`src/rtl/ahb_regbank_slave.sv`:
```
// AHB-Lite register bank responder: NUM_REGS x 32-bit registers, programmable wait
// states before OKAY, and a two-cycle ERROR response for illegal transfers.
module ahb_regbank_slave #(
  parameter int          NUM_REGS    = 16,
  parameter int          ADDR_W      = 8,
  parameter int          WAIT_STATES = 1,
  parameter logic [31:0] ID_VALUE    = 32'h0194_2001
) (
  input  logic                     HCLK,
  input  logic                     HRESETn,
  input  logic                     HSEL,
  input  logic [ADDR_W-1:0]        HADDR,
  input  logic [1:0]               HTRANS,
  input  logic                     HWRITE,
  input  logic [2:0]               HSIZE,
  input  logic [31:0]              HWDATA,
  input  logic                     HREADY,
  output logic                     HREADYOUT,
  output logic [1:0]               HRESP,
  output logic [31:0]              HRDATA,
  output logic [NUM_REGS*32-1:0]   regs_o,
  output logic [1:0]               state_o
);

  localparam int         RIDX_W = (NUM_REGS > 1) ? $clog2(NUM_REGS) : 1;
  localparam logic [3:0] WS4    = 4'(WAIT_STATES);

  typedef enum logic [1:0] {IDLE, DATA, ERR1, ERR2} state_e;

  state_e                    state_q, state_d;
  logic [3:0]                cnt_q, cnt_d;
  logic [RIDX_W-1:0]         idx_q, idx_d;
  logic                      write_q, write_d;
  logic [1:0]                size_q, size_d;
  logic [1:0]                lo_q, lo_d;
  logic                      hreadyout_q, hreadyout_d;
  logic [1:0]                hresp_q, hresp_d;
  logic [31:0]               hrdata_q, hrdata_d;
  logic [NUM_REGS-1:0][31:0] regs_q, regs_d;

  logic [ADDR_W-3:0] addr_idx;
  logic              illegal, complete, can_accept, accept;
  logic [3:0]        lane_en;
  logic              unused_htrans0;

  assign addr_idx       = HADDR[ADDR_W-1:2];
  assign unused_htrans0 = HTRANS[0];

  // Handshake: a transfer is accepted when HSEL, HTRANS[1] and HREADY are all high at a
  // rising edge; while HREADYOUT is low the current data phase is stretched and no
  // new address phase can be accepted.
  always_comb begin
    illegal    = (32'(addr_idx) >= 32'(NUM_REGS)) ||
                 (HSIZE > 3'b010) ||
                 ((HSIZE == 3'b001) && HADDR[0]) ||
                 ((HSIZE == 3'b010) && (HADDR[1:0] != 2'b00)) ||
                 (HWRITE && (addr_idx == '0));
    complete   = (state_q == DATA) && (cnt_q == 4'd0);
    can_accept = (state_q == IDLE) || complete || (state_q == ERR2);
    accept     = can_accept && HSEL && HTRANS[1] && HREADY;
  end

  always_comb begin
    state_d = state_q;
    cnt_d   = cnt_q;
    idx_d   = idx_q;
    write_d = write_q;
    size_d  = size_q;
    lo_d    = lo_q;

    case (state_q)
      DATA:    if (cnt_q != 4'd0) cnt_d = cnt_q - 4'd1;
      ERR1:    state_d = ERR2;
      default: ;
    endcase

    if (accept) begin
      idx_d   = addr_idx[RIDX_W-1:0];
      write_d = HWRITE;
      size_d  = HSIZE[1:0];
      lo_d    = HADDR[1:0];
      state_d = illegal ? ERR1 : DATA;
      cnt_d   = illegal ? 4'd0 : WS4;
    end else if (can_accept) begin
      state_d = IDLE;
    end
  end

  always_comb begin
    case (size_q)
      2'b00:   lane_en = 4'b0001 << lo_q;
      2'b01:   lane_en = lo_q[1] ? 4'b1100 : 4'b0011;
      default: lane_en = 4'b1111;
    endcase

    regs_d = regs_q;
    if (complete && write_q) begin
      for (int b = 0; b < 4; b++) begin
        if (lane_en[b]) regs_d[idx_q][8*b +: 8] = HWDATA[8*b +: 8];
      end
    end
    regs_d[0] = ID_VALUE;
  end

  // Outputs are registered from the next state; read data comes from regs_d so a
  // write completing at the same edge is forwarded to a pipelined read.
  always_comb begin
    hreadyout_d = !((state_d == ERR1) || ((state_d == DATA) && (cnt_d != 4'd0)));
    hresp_d     = ((state_d == ERR1) || (state_d == ERR2)) ? 2'b01 : 2'b00;
    hrdata_d    = ((state_d == DATA) && (cnt_d == 4'd0) && !write_d) ? regs_d[idx_d] : 32'h0;
  end

  always_ff @(posedge HCLK or negedge HRESETn) begin
    if (!HRESETn) begin
      state_q     <= IDLE;
      cnt_q       <= 4'd0;
      idx_q       <= '0;
      write_q     <= 1'b0;
      size_q      <= 2'b00;
      lo_q        <= 2'b00;
      hreadyout_q <= 1'b1;
      hresp_q     <= 2'b00;
      hrdata_q    <= 32'h0;
      regs_q      <= '0;
      regs_q[0]   <= ID_VALUE;
    end else begin
      state_q     <= state_d;
      cnt_q       <= cnt_d;
      idx_q       <= idx_d;
      write_q     <= write_d;
      size_q      <= size_d;
      lo_q        <= lo_d;
      hreadyout_q <= hreadyout_d;
      hresp_q     <= hresp_d;
      hrdata_q    <= hrdata_d;
      regs_q      <= regs_d;
    end
  end

  assign HREADYOUT = hreadyout_q;
  assign HRESP     = hresp_q;
  assign HRDATA    = hrdata_q;
  assign regs_o    = regs_q;
  assign state_o   = state_q;

endmodule

```
`config.mk`:
```
export PLATFORM = sky130hd
export DESIGN_NAME = ahb_regbank_slave
export DESIGN_NICKNAME = d
export VERILOG_FILES = /design/src/rtl/ahb_regbank_slave.sv
export SDC_FILE = /design/constraint.sdc
export NUM_CORES = 1
export LEC_CHECK = 0
export CAP_MARGIN = 20
export CORE_AREA = 4 4 230 232
export DETAILED_ROUTE_END_ITERATION = 10
export DIE_AREA = 0 0 234 236
export GPL_TIMING_DRIVEN = 0
export MAX_ROUTING_LAYER = met4
export PLACE_DENSITY = 0.81
export SLEW_MARGIN = 20
export SYNTH_ARGS = -nofsm -noshare
export SYNTH_HDL_FRONTEND = slang
export SYNTH_SLANG_ARGS = --single-unit
```
`constraint.sdc`:
```
create_clock -name HCLK -period 8.26 [get_ports HCLK]
set_input_delay 1.652 -clock HCLK [delete_from_list [all_inputs] [get_ports HCLK]]
set_output_delay 1.652 -clock HCLK [all_outputs]
set_load 0.005 [all_outputs]
```
==> results.txt, run 1 <==
crit-path leading delay family -> buffers and inverters
die height -> 236 µm
setup ws final -> 2890 ps
most frequent cells after synthesis -> dfrtp_1, nand2_1, mux2_2
critical path endpoint category -> flop
CP required -> 8750 ps
crit path DAT -> 5860 ps
vias in the first global route -> 25.2k
Post-CTS Setup Bufs -> 0
Area growth syn-to-layout -> 32.8%
Cells after Synth -> 2452
Leakage Power -> 15.1 nW
pwr/cell area -> 320 mW/mm²
utilization after layout -> 67.9%
Synth async-reset ratio -> 100%
Max Clock Skew -> 24.4 ps
Die Footprint -> 0.0552 mm²
Initial Util -> 51.1%
H-Tree Depth -> 2
Syn Area/Cell -> 10.6 µm²
CP max stage delay -> 1020 ps
Final ANT Viol Nets -> 0
Ports -> 599
CTS Buf Count -> 56
outcome -> finished, final reports clean
Routability Congestion -> 1.03
YS warnings -> 0
worst-path cell chain -> clkdlybuf4s50_1 -> and3_1 -> o211a_1 -> buf_4 -> mux2i_2 -> buf_2 -> buf_2 -> buf_1 -> o21ai_0 -> a31o_1
1st-iter DRT viols -> 3636
area leader, netlist -> dfrtp_1
Worst Reg-to-Reg Cells -> 11
Max-slew headroom -> 12.0%
Max Freq -> 0.186 GHz
Slew @ Worst Pin -> 1320 ps
Synth area leaders -> dfrtp_1, mux2_2, nand2_1
CTS Buffer Depth -> 3
DP Wirelength -> 94500 µm
Max Slew Vio Count -> 0
WL/cell -> 33.5 µm
Max VDD drop -> 203 µV
GRT Total Usage -> 46.1%
drt first pass iters -> 8
Hold Slack -> 514 ps
initial antenna violation count -> 7
critical path class -> input pin to flop
nets@finish -> 3150
area share of the largest cell type after synthesis -> 50.7%
EDFF count, synth -> 0
mapped cell area -> 0.0261 mm²
post-synth cell types -> 91
DR vias -> 25.6k
layout cells sized above 1 -> 20.2%
grt ovf -> 0
clk sinks -> 529
Core Rows -> 83
hold buffers post-CTS -> 0
CTS tree -> yes
post-cts sizing count -> 0
HP Class -> flop to flop
final-report hold violation count -> 0
die span in x -> 234 µm
Tmin final -> 5370 ps
post-route cell area -> 0.0346 mm²
top_reg_cell synth -> dfrtp_1
core area -> 0.0510 mm²
Cell Area, Placed -> 0.0327 mm²
root buffer cell -> clkbuf_16
Critical Path Most Common Cell -> buf_2
CP Buf/Inv Count -> 5
post-synthesis register bit count -> 529
clock-pin slew on the worst setup and hold paths -> 60 ps
CP startpoint kind -> input pin
Slowest-stage cell, CP -> buf_1
sequential-to-total area share from yosys stat -> 50.8%
Port Buffers -> 553
total length of routed wires -> 128000 µm
final-report setup violation count -> 0
dpl ws -> 2460 ps
Max Cap Violations -> 0
residual DRC count -> 0
first-pass GRT wire length -> 179000 µm
RSZ-0062 raised after global routing -> false
Worst-Skew Late Latency -> 630 ps
crit share post-route -> 65.0%
routed vias/inst -> 6.69
CP max FO -> 10
count leader, synth -> dfrtp_1
Cells on Worst Hold Path -> 2
WP depth -> 10
largest net degree at the start of global routing -> 97
## metal layers
metal,track usage [%],part of all wire [%],vias up
met4,26.6,7.5,0
met5,-,0,-
met2,66.5,44,2185
li1,-,-,10100
met3,13.6,12,597
met1,57.9,37,12700
## kinds of logic after synthesis
group	Yosys count	synth area share, %
buffers and inverters	237	4.54
XOR/XNOR	2	0.0672
AND/OR/NAND/NOR	814	14.8
multiplexers	409	17.7
other	2	0.0288
AO/OA/AOI/OAI	458	12.0
flip-flops	529	50.8
adder cells (fa/ha/maj)	1	0.0480
## state kept, by name, summed over array words and instances (netlist names)
name and flops:
size_q 2, cnt_q 4, regs_o 480, lo_q 2, state_o 2, idx_q 4
HRESP 1, HREADYOUT 1, write_q 1, HRDATA 32
## where the power goes
part | switching, W | total [W] | internal, W
Combinational | 0.00330 | 0.00506 | 0.00176
Clock | 0.00108 | 0.00266 | 0.00158
Sequential | 0.000389 | 0.00337 | 0.00298
Total | 0.00477 | 0.0111 | 0.00631
## cell usage in the layout (no fill, tap or decap), types with 7 or more instances in the layout
cell type / count
a211oi_1: 11
a21oi_1: 51
a31oi_1: 13
and2_1: 7
and3_1: 8
buf_1: 12
buf_2: 65
buf_4: 47
bufinv_16: 7
clkbuf_1: 100
clkbuf_16: 57
clkbuf_8: 12
clkdlybuf4s50_1: 552
conb_1: 33
dfrtp_1: 528
inv_1: 14
mux2_2: 352
mux2i_1: 45
nand2_1: 368
nand2b_1: 19
nand3_1: 49
nor2_1: 106
nor2_2: 11
nor3_1: 139
nor3_2: 12
nor4_1: 14
o2111ai_1: 8
o211a_1: 9
o211ai_1: 28
o21a_1: 7
o21ai_0: 135
o221a_2: 10
o221ai_1: 31
o22ai_1: 41
o311ai_0: 9
o31ai_1: 20
o32ai_1: 7
or3_1: 36
## metrics by stage
stage	total power [W]	std cells	TNS (ps)
after detailed placement	0.00816	3721	0
after global routing	0.0113	3820	0
after global placement	0.00809	3716	-9129370
after floorplan	0.00558	2483	0
after CTS	0.0108	3815	0
final	0.0111	3821	0
## final cells by class
| type | instances | area (µm²) |
|---|---|---|
| flip-flops and latches | 529 | 13200 |
| fillers | 3841 | 16400 |
| plain buffers | 220 | 1120 |
| diodes | 6 | 15.0 |
| clock inverters | 13 | 243 |
| inverters | 17 | 63.8 |
| well taps | 680 | 851 |
| repair buffers | 558 | 5680 |
| clock buffers | 81 | 1640 |
| multi-input cells | 1717 | 11800 |
## worst min-delay path, delay by kind of cell (launching register included)
| family | cells | cell delay, ps |
|---|---|---|
| flops | 1 | 370 |
| simple gates | 2 | 110 |
## worst paths after layout
kind / start / end / slack, ps
worst max-delay path: HREADY / HRDATA[28] / 2890
worst min-delay path: regs_o[263] / regs_o[263] / 510
worst max register to register: cnt_q[0] / HRDATA[28] / 3360
worst min register to register: regs_o[263] / regs_o[263] / 510
max in group asynchronous: HRESETn / HREADYOUT / 5760
min in group asynchronous: HRESETn / regs_o[228] / 1040
Note: power is estimated with default switching activity, not from simulation.
==> run 2: changes to the inputs <==
--- a/config.mk
+++ b/config.mk
@@ -6,9 +6,10 @@
 export NUM_CORES = 1
 export LEC_CHECK = 0
 export CAP_MARGIN = 20
-export CORE_AREA = 4 4 230 232
+export CORE_ASPECT_RATIO = 2
+export CORE_MARGIN = 4
+export CORE_UTILIZATION = 51
 export DETAILED_ROUTE_END_ITERATION = 10
-export DIE_AREA = 0 0 234 236
 export GPL_TIMING_DRIVEN = 0
 export MAX_ROUTING_LAYER = met4
 export PLACE_DENSITY = 0.81
==> constraint.sdc (replaced) <==
create_clock -name HCLK -period 5.3 [get_ports HCLK]
set_input_delay 1.06 -clock HCLK [delete_from_list [all_inputs] [get_ports HCLK]]
set_output_delay 1.06 -clock HCLK [all_outputs]
set_load 0.005 [all_outputs]
==> run 2 against run 1 <==
Compared with the run above:
- first-iteration DRC count down 1.6%
- sequential share of layout area rose by 0.35 points
- largest power group unchanged
- critical path depth is 2 higher
- core utilization fell by 0.36 points
- sequential power is 56% higher
- die area shrank 0.36%
- largest cell class unchanged
==> results.txt, run 2 (synthesized netlist as in run 1, its figures left out) <==
Pint -> 0.00935 W (was 0.00631 W)
Slowest-stage cell, CP -> buf_1 (unchanged)
first-pass GRT wire length -> 188000 µm (was 179000 µm)
Cell Area, Placed -> 0.0327 mm² (about the same)
Leakage Power -> 15.0 nW (was 15.1 nW)
WL/cell -> 35.6 µm (was 33.5 µm)
Core Rows -> 117 (was 83)
CP max stage delay -> 1060 ps (was 1020 ps)
crit path DAT -> 5350 ps (was 5860 ps)
post-cts sizing count -> 0 (unchanged)
Routability Congestion -> 1.08 (was 1.03)
Net Sw Frac -> 44.3% (was 43.1%)
Area growth syn-to-layout -> 31.6% (was 32.8%)
Layout fillers -> 3926 (was 3841)
setup ws final -> 406 ps (was 2890 ps)
CTS tree -> yes (unchanged)
most frequent cells in the layout -> clkdlybuf4s50_1, dfrtp_1, nand2_1 (unchanged)
Ports -> 599 (unchanged)
final-report setup violation count -> 0 (unchanged)
crit share post-route -> 92.3%
crit-path leading delay family -> buffers and inverters (unchanged)
core area -> 0.0508 mm² (was 0.0510 mm²)
Max Slew Vio Count -> 0 (unchanged)
Tmin final -> 4890 ps
CP Buf/Inv Count -> 5 (unchanged)
Max VDD drop -> 311 µV (was 203 µV)
clock-pin slew on the worst setup and hold paths -> 70 ps (was 60 ps)
utilization after layout -> 67.6% (was 67.9%)
H-Tree Depth -> 2 (unchanged)
largest net degree at the start of global routing -> 101 (was 97)
critical path class -> flop to flop (was input pin to flop)
Hold Slack -> 387 ps (was 514 ps)
post-route cell area -> 0.0343 mm² (was 0.0346 mm²)
residual DRC count -> 0 (unchanged)
clock share of power -> 21.4% (was 24.0%)
1st-iter DRT viols -> 3578 (was 3636)
Switch Pwr -> 0.00745 W (was 0.00477 W)
Initial Util -> 51.3% (was 51.1%)
pwr/cell area -> 489 mW/mm² (was 320 mW/mm²)
CTS Buffer Depth -> 3 (unchanged)
Max Cap Violations -> 0 (unchanged)
vias in the first global route -> 26.3k (was 25.2k)
die span in x -> 168 µm (was 234 µm)
clk sinks -> 529 (unchanged)
Max-slew headroom -> 7.79% (was 12.0%)
Die Footprint -> 0.0550 mm² (was 0.0552 mm²)
DP Wirelength -> 101000 µm (was 94500 µm)
Port Buffers -> 553 (unchanged)
root buffer cell -> clkbuf_16 (unchanged)
CTS Buf Count -> 47 (was 56)
grt ovf -> 0 (unchanged)
Max Freq -> 0.204 GHz
final-report hold violation count -> 0 (unchanged)
outcome -> finished, final reports clean (unchanged)
layout cells sized above 1 -> 20.1% (was 20.2%)
total length of routed wires -> 135000 µm (was 128000 µm)
Critical Path Most Common Cell -> buf_2 (unchanged)
Slew @ Worst Pin -> 1380 ps (was 1320 ps)
CP max FO -> 10 (unchanged)
routed vias/inst -> 6.75 (was 6.69)
Seq pwr share -> 31.3% (was 30.4%)
Max Clock Skew -> 23.6 ps (was 24.4 ps)
drt first pass iters -> 9 (was 8)
RSZ-0062 raised after global routing -> false (unchanged)
max reg flops -> 480 (unchanged)
die height -> 328 µm (was 236 µm)
critical path endpoint category -> flop (unchanged)
DR vias -> 25.6k (about the same)
CP startpoint kind -> flop (was input pin)
nets@finish -> 3143 (was 3150)
Comb pwr share -> 47.2% (was 45.6%)
commonest non-fill, non-tap cell in the layout -> clkdlybuf4s50_1 (unchanged)
CP required -> 5760 ps (was 8750 ps)
Final ANT Viol Nets -> 0 (unchanged)
worst-path cell chain -> inv_1 -> ha_1 -> nor3b_2 -> o211a_1 -> buf_4 -> mux2i_2 -> buf_2 -> buf_2 -> buf_1 -> nor2_1 -> nor4_1 -> nor3_1 (was clkdlybuf4s50_1 -> and3_1 -> o211a_1 -> buf_4 -> mux2i_2 -> buf_2 -> buf_2 -> buf_1 -> o21ai_0 -> a31o_1)
Post-CTS Setup Bufs -> 0 (unchanged)
hold buffers post-CTS -> 0 (unchanged)
GRT Total Usage -> 48.9% (was 46.1%)
initial antenna violation count -> 3 (was 7)
HP Class -> input pin to asynchronous set/reset pin (was flop to flop)
Worst-Skew Late Latency -> 610 ps (was 630 ps)
dpl ws -> -247 ps (was 2460 ps)
## run 2: cell types whose count changed in the layout (fill, tap and decap cells not counted)
cell / delta
bufinv_16: -4
clkinv_2: +5
clkbuf_1: -3
nor3_2: +1
clkbuf_2: -1
clkbuf_16: -8
clkbuf_8: -3
clkinvlp_4: +3
buf_16: +1
buf_1: +1
buf_8: +1
nor3_1: -1
## run 2: final timing paths
kind                        startpoint          end  slack, ps  cells past startpoint
min reg2reg                regs_o[352]  regs_o[352]        510                      2
max                           cnt_q[0]    HRDATA[5]        410                     12
min                            HRESETn    HRDATA[4]        390                      1
max in group asynchronous      HRESETn  regs_o[439]       3230                      4
min in group HCLK          regs_o[352]  regs_o[352]        510                      2
max reg2reg                   cnt_q[0]    HRDATA[5]        410                     12
## run 2: metal layers
metal	vias to the layer above	GRT usage [%]	share of wire, %	routed length, µm
met5	-	-	0	0
met4	0	44.3	12	16000
met3	758	11.3	9.8	13100
met2	2171	75.8	47	62900
met1	12600	51.2	32	42700
li1	10100	-	-	-
## run 2: area by class of cell
type	instances	area, µm²	area share, %
clock inverter	17	170	0.496
timing repair buffer	560	5720	16.7
sequential	529	13200	38.6
inverter	17	63.8	0.186
buffer	220	1120	3.27
antenna	6	15.0	0.0437
multi-input combinational	1717	11800	34.3
clock buffer	67	1380	4.03
tap	654	818	2.38
## run 2: per-stage QoR
stage	power [W]	cells	TNS, ps
2_1_floorplan	0.00870	2483	0
3_3_place_gp	0.0127	3690	-
3_5_place_dp	0.0128	3696	-342
4_1_cts	0.0164	3780	0
5_1_grt	0.0171	3785	0
6_report	0.0168	3787	0
## run 2: power groups by stage
stage          combinational (W)  sequential, W  clock [W]
2_1_floorplan            0.00360        0.00510          0
3_3_place_gp             0.00740        0.00529          0
3_5_place_dp             0.00752        0.00530          0
4_1_cts                  0.00756        0.00523    0.00357
5_1_grt                  0.00808        0.00529    0.00371
6_report                 0.00793        0.00527    0.00360
